==> src/rtl/sudoku_judge_if.sv <==
// Board-state <-> judge link: board snapshot, op count and game-status flags.
interface sudoku_judge_if;
    localparam int unsigned MAP_W = 324;
    localparam int unsigned OP_W  = 16;
    localparam int unsigned CNT_W = 7;
    localparam int unsigned SEC_W = 10;

    logic             inited;
    logic [MAP_W-1:0] cur_map;
    logic [OP_W-1:0]  op_counter;
    logic             win_tag;
    logic             lose_tag;
    logic             busy;
    logic             conflict;
    logic [CNT_W-1:0] empty_cnt;
    logic [SEC_W-1:0] sec_left;

    modport master (
        output inited, cur_map, op_counter,
        input  win_tag, lose_tag, busy, conflict, empty_cnt, sec_left
    );

    modport slave (
        input  inited, cur_map, op_counter,
        output win_tag, lose_tag, busy, conflict, empty_cnt, sec_left
    );
endinterface

==> src/rtl/sudoku_judge.sv <==
// Sudoku game judge: serial row/col/box scan of a board snapshot, win/loss decision.
// Optional game timer enabled by defining JUDGE_TIMEOUT_EN.
module sudoku_judge #(
    parameter logic [15:0] OP_LIMIT     = 16'd200,
    parameter int unsigned CLK_HZ       = 100_000_000,
    parameter int unsigned TIME_LIMIT_S = 600
) (
    input  logic           CLK_100MHz,
    input  logic           RST,
    sudoku_judge_if.slave  bus
);
    localparam int unsigned MAP_W = 324;
    localparam int unsigned CNT_W = 7;
    localparam int unsigned SEC_W = 10;
    localparam int unsigned IDX_W = 7;

    if (TIME_LIMIT_S >= (1 << SEC_W) || CLK_HZ == 0) begin : g_bad_cfg
        $error("sudoku_judge: TIME_LIMIT_S must fit in 10 bits and CLK_HZ must be nonzero");
    end

    typedef enum logic [1:0] {
        S_IDLE   = 2'd0,
        S_SCAN   = 2'd1,
        S_RESULT = 2'd2,
        S_OVER   = 2'd3
    } state_e;

    state_e           state_q, state_d;
    logic [MAP_W-1:0] snap_q, snap_d;
    logic             dirty_q, dirty_d;
    logic             inited_q, inited_d;
    logic [4:0]       g_q, g_d;
    logic [3:0]       p_q, p_d;
    logic [8:0]       seen_q, seen_d;
    logic             empty_flag_q, empty_flag_d;
    logic             conf_flag_q, conf_flag_d;
    logic [CNT_W-1:0] empty_acc_q, empty_acc_d;
    logic             win_q, win_d;
    logic             lose_q, lose_d;
    logic             busy_q, busy_d;
    logic             conflict_q, conflict_d;
    logic [CNT_W-1:0] empty_cnt_q, empty_cnt_d;

    logic             map_changed_c;
    logic             time_up_c;
    logic             lose_cond_c;
    logic             win_cond_c;
    logic             scan_done_c;
    logic [4:0]       b_c;
    logic [IDX_W-1:0] idx_c;
    logic [3:0]       val_c;

    assign map_changed_c = (bus.cur_map != snap_q);
    assign lose_cond_c   = bus.inited && ((bus.op_counter >= OP_LIMIT) || time_up_c);
    assign win_cond_c    = !empty_flag_q && !conf_flag_q;
    assign scan_done_c   = (g_q == 5'd26) && (p_q == 4'd8);

    // Map (group, position) to a row-major cell index
    always_comb begin
        b_c   = g_q - 5'd18;
        idx_c = '0;
        if (g_q < 5'd9) begin
            idx_c = 7'(g_q) * 7'd9 + 7'(p_q);
        end else if (g_q < 5'd18) begin
            idx_c = 7'(p_q) * 7'd9 + 7'(g_q - 5'd9);
        end else begin
            idx_c = 7'(b_c / 5'd3) * 7'd27 + 7'(b_c % 5'd3) * 7'd3
                  + 7'(p_q / 4'd3) * 7'd9 + 7'(p_q % 4'd3);
        end
    end

    assign val_c = snap_q[{idx_c, 2'b00} +: 4];

`ifdef JUDGE_TIMEOUT_EN
    localparam int unsigned PRE_W = (CLK_HZ > 1) ? $clog2(CLK_HZ) : 1;

    logic [PRE_W-1:0] presc_q, presc_d;
    logic [SEC_W-1:0] sec_left_q, sec_left_d;

    // One-second prescaler and saturating countdown, held in OVER
    always_comb begin
        presc_d    = presc_q;
        sec_left_d = sec_left_q;
        if (!bus.inited) begin
            presc_d    = '0;
            sec_left_d = SEC_W'(TIME_LIMIT_S);
        end else if (state_q != S_OVER) begin
            if (presc_q == PRE_W'(CLK_HZ - 1)) begin
                presc_d = '0;
                if (sec_left_q != '0) begin
                    sec_left_d = sec_left_q - SEC_W'(1);
                end
            end else begin
                presc_d = presc_q + PRE_W'(1);
            end
        end
    end

    assign time_up_c = (sec_left_d == '0);

    always_ff @(posedge CLK_100MHz) begin
        if (RST) begin
            presc_q    <= '0;
            sec_left_q <= SEC_W'(TIME_LIMIT_S);
        end else begin
            presc_q    <= presc_d;
            sec_left_q <= sec_left_d;
        end
    end

    assign bus.sec_left = sec_left_q;
`else
    assign time_up_c    = 1'b0;
    assign bus.sec_left = '0;
`endif

    always_ff @(posedge CLK_100MHz) begin
        if (RST) begin
            state_q <= S_IDLE;
        end else begin
            state_q <= state_d;
        end
    end

    // Next state: inited low dominates, then loss, with a RESULT win taking precedence
    always_comb begin
        state_d = state_q;
        if (!bus.inited) begin
            state_d = S_IDLE;
        end else begin
            case (state_q)
                S_IDLE: begin
                    if (lose_cond_c)  state_d = S_OVER;
                    else if (dirty_q) state_d = S_SCAN;
                end
                S_SCAN: begin
                    if (lose_cond_c)        state_d = S_OVER;
                    else if (map_changed_c) state_d = S_IDLE;
                    else if (scan_done_c)   state_d = S_RESULT;
                end
                S_RESULT: begin
                    if (win_cond_c || lose_cond_c) state_d = S_OVER;
                    else                           state_d = S_IDLE;
                end
                S_OVER:  state_d = S_OVER;
                default: state_d = S_IDLE;
            endcase
        end
    end

    always_comb begin
        snap_d       = snap_q;
        dirty_d      = dirty_q;
        inited_d     = bus.inited;
        g_d          = g_q;
        p_d          = p_q;
        seen_d       = seen_q;
        empty_flag_d = empty_flag_q;
        conf_flag_d  = conf_flag_q;
        empty_acc_d  = empty_acc_q;
        win_d        = win_q;
        lose_d       = lose_q;
        conflict_d   = conflict_q;
        empty_cnt_d  = empty_cnt_q;
        busy_d       = (state_d == S_SCAN);

        if (map_changed_c || (bus.inited && !inited_q)) begin
            dirty_d = 1'b1;
        end

        if (!bus.inited) begin
            win_d  = 1'b0;
            lose_d = 1'b0;
        end else begin
            case (state_q)
                S_IDLE: begin
                    if (state_d == S_OVER) begin
                        lose_d = 1'b1;
                    end else if (state_d == S_SCAN) begin
                        snap_d       = bus.cur_map;
                        dirty_d      = 1'b0;
                        g_d          = '0;
                        p_d          = '0;
                        seen_d       = '0;
                        empty_flag_d = 1'b0;
                        conf_flag_d  = 1'b0;
                        empty_acc_d  = '0;
                    end
                end
                S_SCAN: begin
                    if (state_d == S_OVER) begin
                        lose_d = 1'b1;
                    end else if (!map_changed_c) begin
                        if (val_c == 4'd0) begin
                            empty_flag_d = 1'b1;
                            if (g_q < 5'd9) begin
                                empty_acc_d = empty_acc_q + CNT_W'(1);
                            end
                        end else if (val_c > 4'd9) begin
                            conf_flag_d = 1'b1;
                        end else begin
                            if (seen_q[val_c - 4'd1]) begin
                                conf_flag_d = 1'b1;
                            end
                            seen_d[val_c - 4'd1] = 1'b1;
                        end
                        // Group boundary: restart digit tracking
                        if (p_q == 4'd8) begin
                            seen_d = '0;
                            p_d    = '0;
                            g_d    = g_q + 5'd1;
                        end else begin
                            p_d = p_q + 4'd1;
                        end
                    end
                end
                S_RESULT: begin
                    conflict_d  = conf_flag_q;
                    empty_cnt_d = empty_acc_q;
                    if (win_cond_c)       win_d  = 1'b1;
                    else if (lose_cond_c) lose_d = 1'b1;
                end
                default: ;
            endcase
        end
    end

    always_ff @(posedge CLK_100MHz) begin
        if (RST) begin
            snap_q       <= '0;
            dirty_q      <= 1'b1;
            inited_q     <= 1'b0;
            g_q          <= '0;
            p_q          <= '0;
            seen_q       <= '0;
            empty_flag_q <= 1'b0;
            conf_flag_q  <= 1'b0;
            empty_acc_q  <= '0;
            win_q        <= 1'b0;
            lose_q       <= 1'b0;
            busy_q       <= 1'b0;
            conflict_q   <= 1'b0;
            empty_cnt_q  <= '0;
        end else begin
            snap_q       <= snap_d;
            dirty_q      <= dirty_d;
            inited_q     <= inited_d;
            g_q          <= g_d;
            p_q          <= p_d;
            seen_q       <= seen_d;
            empty_flag_q <= empty_flag_d;
            conf_flag_q  <= conf_flag_d;
            empty_acc_q  <= empty_acc_d;
            win_q        <= win_d;
            lose_q       <= lose_d;
            busy_q       <= busy_d;
            conflict_q   <= conflict_d;
            empty_cnt_q  <= empty_cnt_d;
        end
    end

    assign bus.win_tag   = win_q;
    assign bus.lose_tag  = lose_q;
    assign bus.busy      = busy_q;
    assign bus.conflict  = conflict_q;
    assign bus.empty_cnt = empty_cnt_q;
endmodule

==> src/flat_wrapper.sv <==
// flat-port wrapper written by rule: the top's interface ports become plain ports
module sudoku_judge_flat 
#(
    parameter logic [15:0] OP_LIMIT     = 16'd200,
    parameter int unsigned CLK_HZ       = 100_000_000,
    parameter int unsigned TIME_LIMIT_S = 600
)
  (CLK_100MHz, RST, bus_inited, bus_cur_map, bus_op_counter, bus_win_tag, bus_lose_tag, bus_busy, bus_conflict, bus_empty_cnt, bus_sec_left);
  sudoku_judge_if bus_i ();
  input  logic CLK_100MHz;
  input  logic RST;
  input wire logic [$bits(bus_i.inited)-1:0] bus_inited;
  input wire logic [$bits(bus_i.cur_map)-1:0] bus_cur_map;
  input wire logic [$bits(bus_i.op_counter)-1:0] bus_op_counter;
  output wire logic [$bits(bus_i.win_tag)-1:0] bus_win_tag;
  output wire logic [$bits(bus_i.lose_tag)-1:0] bus_lose_tag;
  output wire logic [$bits(bus_i.busy)-1:0] bus_busy;
  output wire logic [$bits(bus_i.conflict)-1:0] bus_conflict;
  output wire logic [$bits(bus_i.empty_cnt)-1:0] bus_empty_cnt;
  output wire logic [$bits(bus_i.sec_left)-1:0] bus_sec_left;
  assign bus_i.inited = bus_inited;
  assign bus_i.cur_map = bus_cur_map;
  assign bus_i.op_counter = bus_op_counter;
  assign bus_win_tag = bus_i.win_tag;
  assign bus_lose_tag = bus_i.lose_tag;
  assign bus_busy = bus_i.busy;
  assign bus_conflict = bus_i.conflict;
  assign bus_empty_cnt = bus_i.empty_cnt;
  assign bus_sec_left = bus_i.sec_left;
  sudoku_judge #(.OP_LIMIT(OP_LIMIT), .CLK_HZ(CLK_HZ), .TIME_LIMIT_S(TIME_LIMIT_S)) u_core (.CLK_100MHz(CLK_100MHz), .RST(RST), .bus(bus_i));
endmodule
==> config.mk <==
export PLATFORM = sky130hd
export DESIGN_NAME = sudoku_judge_flat
export DESIGN_NICKNAME = d
export VERILOG_FILES = /design/src/rtl/sudoku_judge_if.sv /design/src/rtl/sudoku_judge.sv /design/src/flat_wrapper.sv
export SDC_FILE = /design/constraint.sdc
export NUM_CORES = 1
export LEC_CHECK = 0
export CORE_UTILIZATION = 50
export CTS_CLUSTER_DIAMETER = 80
export DETAILED_ROUTE_END_ITERATION = 8
export PLACE_DENSITY = 0.76
export SLEW_MARGIN = 10
export SYNTH_ARGS = -nofsm -noshare
export SYNTH_HDL_FRONTEND = slang
export SYNTH_SLANG_ARGS = --single-unit
==> constraint.sdc <==
create_clock -name CLK_100MHz -period 9.8 [get_ports CLK_100MHz]
set_clock_uncertainty 0.2 [all_clocks]
set_input_delay 0.98 -clock CLK_100MHz [delete_from_list [all_inputs] [get_ports CLK_100MHz]]
set_output_delay 0.98 -clock CLK_100MHz [all_outputs]
set_load 0.01 [all_outputs]
==> flow_metrics.py <==
metrics = {
    "floorplan": {
        "fp-row-count": 77,
        "core_area_mm2": 0.04422,
        "fp.dieH_um": 213.9,
        "die-area_mm2": 0.04576,
        "dieWidth_um": 213.9,
        "floorplan.initialDensity_pct": 50.78,
        "io_pins": 364,
    },
    "clocking": {
        "cts-root-buf": "clkbuf_16",
        "holdBufCountCts": 0,
        "clk_pin_slew_worst_paths_ns": 0.06,
        "numCtsBuffers": 43,
        "cts_tree": "yes",
        "cts.path.max_buffers": 3,
        "clk_latency_ns": 0.60,
        "htreeDepth": 2,
        "clkSinkCount": 366,
    },
    "layout": {
        "fillers": 3711,
        "final_nets": 3592,
        "fin_util_pct": 64.79,
        "area_growth_pct": 27.59,
        "stdcell_count": 3782,
        "drive_gt1_share_pct": 9.470,
    },
    "pwr": {
        "pwr_density_cell_mw_per_mm2": 139.2,
        "peakVddDrop_mv": 0.1148,
        "p_total_w": 0.003988,
        "leakage_nw": 10.62,
    },
    "placement": {
        "dp.cells": 3695,
        "place_ws_ns": -0.1417,
        "dp_hpwl_um": 75160,
        "gp_congestion": 1.037,
        "port_buffers": 350,
    },
    "setup_path": {
        "rr_worst_depth": 40,
        "worstSetupStartpointType": "register",
        "worstSetupPathType": "register to register",
        "r2r_end": "u_core.seen_q[6]",
        "cp.required_ns": 10.07,
        "r2r_start": "u_core.g_q[2]",
        "path_max_fanout": 11,
        "cp-end-kind": "register",
        "crit_top_cell": "inv_1",
        "slowest_stage": "fa_1",
        "cp.arrival_ns": 9.85,
        "r2r_slack_ns": 0.22,
        "max_stage_delay_ns": 0.60,
    },
    "route": {
        "ant_nets": 0,
        "post-route-drc-count": 0,
        "vias": 22800,
        "vias_per_cell": 6.028,
        "drt_wl_total_um": 97330,
        "firstDrtPassIters": 6,
        "first_iter_violations": 3264,
        "post_drt_wl_per_cell_um": 25.73,
    },
    "logic_synthesis": {
        "yosysSeqAreaShare_pct": 32.63,
        "netlist_instances": 2827,
        "avgSynthCellArea_um2": 7.943,
        "ys_types": 78,
        "syn_area_mm2": 0.02245,
        "synth_commonest_cells": "nand2_1, a21oi_1, dfxtp_1",
        "synth_edf_count": 0,
        "synth_most_common_cell": "nand2_1",
        "ys_ff_latch": 366,
        "synth_top_cell_by_area": "dfxtp_1",
        "synth.top_cell.area_share_pct": 32.63,
        "synth-async-reset-ratio_pct": 0,
        "yosys-top-cells-area": "dfxtp_1, nand2_1, a21oi_1, xor2_1, xnor2_1",
        "synth_warnings": 0,
        "synthFlopType": "dfxtp_1",
    },
    "global_route": {
        "antenna_found_initial": 2,
        "grt_overflow_total": 0,
        "grt_pass1_vias": 21170,
        "grt_start_max_net_pins": 236,
        "track_usage_pct": 40.88,
        "grt_pass1_wl_um": 137700,
    },
    "worst_hold_path": {
        "hold_path_end": "u_core.seen_q[0]",
        "min_from": "u_core.seen_q[0]",
        "hold_depth": 2,
        "worstHoldPathType": "register to register",
    },
    "outcome": {
        "status": "complete, no violations",
    },
    "timing": {
        "period_needed_ns": 9.577,
        "maxSlewViolCount": 0,
        "timing.final.hold_violations": 0,
        "worstMarginPinSlew_ns": 1.365,
        "slew_headroom_pct": 8.148,
        "fin_setup_tns_ns": 0,
        "fin_ws_ns": 0.2233,
        "setup_viol": 0,
        "fin_crit_sh_pct": 97.72,
        "clock.fmax_mhz": 104.4,
    },
    "job": {
        "maxCapViolCount": 0,
    },
}
-- kinds of logic (layout without fill, tap and decap cells) --
logic type / Yosys count / after routing / share of synthesized area (%)
simple gates: 1097 / 1097 / 20.91
compound gates: 563 / 564 / 14.52
flops: 366 / 366 / 32.63
xor+xnor: 357 / 357 / 13.96
buf+inv: 256 / 608 / 4.948
mux: 95 / 95 / 7.155
fa+ha+maj: 92 / 92 / 5.862
other cells: 1 / 11 / 0.01670
-- cell usage in the layout (no fill, tap or decap), types with 63 or more instances in the layout --
master           instances
clkdlybuf4s50_1        349
xnor2_1                140
nor4_1                  63
dfxtp_1                363
a21oi_1                396
ha_1                    65
buf_4                   87
xor2_1                 214
inv_1                   77
nand2_1                781
-- worst max-delay path by stage --
stage                  startpoint                    end  slack (ns)
finish              u_core.g_q[2]       u_core.seen_q[6]        0.22
global route        u_core.g_q[2]  u_core.empty_acc_q[5]       -0.04
CTS                 u_core.g_q[2]       u_core.seen_q[6]        0.01
detailed placement  u_core.g_q[2]  u_core.empty_acc_q[5]       -0.14
global placement    u_core.g_q[1]  u_core.empty_acc_q[5]       -0.01
floorplan           u_core.g_q[1]       u_core.seen_q[4]       0.006
-- timing repair --
item / 4_1_cts / 5_1_grt
endpoints found under the setup margin: 11 / 18
gates resized for setup: 6 / 57
gates cloned: 0 / 1
pin swaps: 1 / 18
setup buffers: 0 / 8
hold endpoints to repair: 0 / 0
-- power breakdown --
group | switching [W] | internal, W
sequential | 0.0000543 | 0.00154
combinational | 0.000401 | 0.000283
clock | 0.000696 | 0.00101
-- metrics by stage --
step | instance area, um2 | hold slack, ns
2_1_floorplan | 22520 | 0.2198
3_3_place_gp | 26820 | 0.2399
3_5_place_dp | 26820 | 0.2469
4_1_cts | 28330 | 0.2558
5_1_grt | 28650 | 0.2749
6_report | 28650 | 0.2554
-- area by class of cell --
class                   count  area, um2  share of cell area [%]
multi-input cells        2215      14420                   50.33
flip-flops and latches    366       7331                   25.59
repair buffers            449       4362                   15.22
clock buffers              58       1222                   4.267
well taps                 592      740.7                   2.585
inverters                  82      312.8                   1.092
clock inverters            19      260.3                  0.9084
diodes                      1      2.502                0.008735
-- state kept, by name, summed over array words and instances, names as in the netlist --
register / flops
u_core.g_q: 5
u_core.bus.empty_cnt: 7
u_core.empty_flag_q: 1
u_core.seen_q: 9
u_core.p_q: 4
u_core.bus.conflict: 1
u_core.conf_flag_q: 1
u_core.state_q: 2
u_core.dirty_q: 1
u_core.bus.lose_tag: 1
u_core.empty_acc_q: 7
u_core.inited_q: 1
u_core.bus.win_tag: 1
u_core.bus.busy: 1
u_core.snap_q: 324
-- critical path, delay by kind of cell (launching register included) --
kind / cells / cell delay [ns]
AO/OA/AOI/OAI: 10 / 2.18
AND/OR/NAND/NOR: 8 / 1.37
flip-flops: 1 / 0.35
multiplexers: 3 / 1.01
buffers and inverters: 10 / 0.96
adder cells (fa/ha/maj): 9 / 3.37
-- per-layer routing --
metal	part of all wire (%)	up-vias	GRT usage, %
met5	0.013	-	0
met4	7.8	2	27.79
met3	9.3	287	7.207
met2	46	1375	65.91
met1	37	10820	49.82
li1	-	10310	-
No activity file was read; power rests on OpenSTA's default activity.
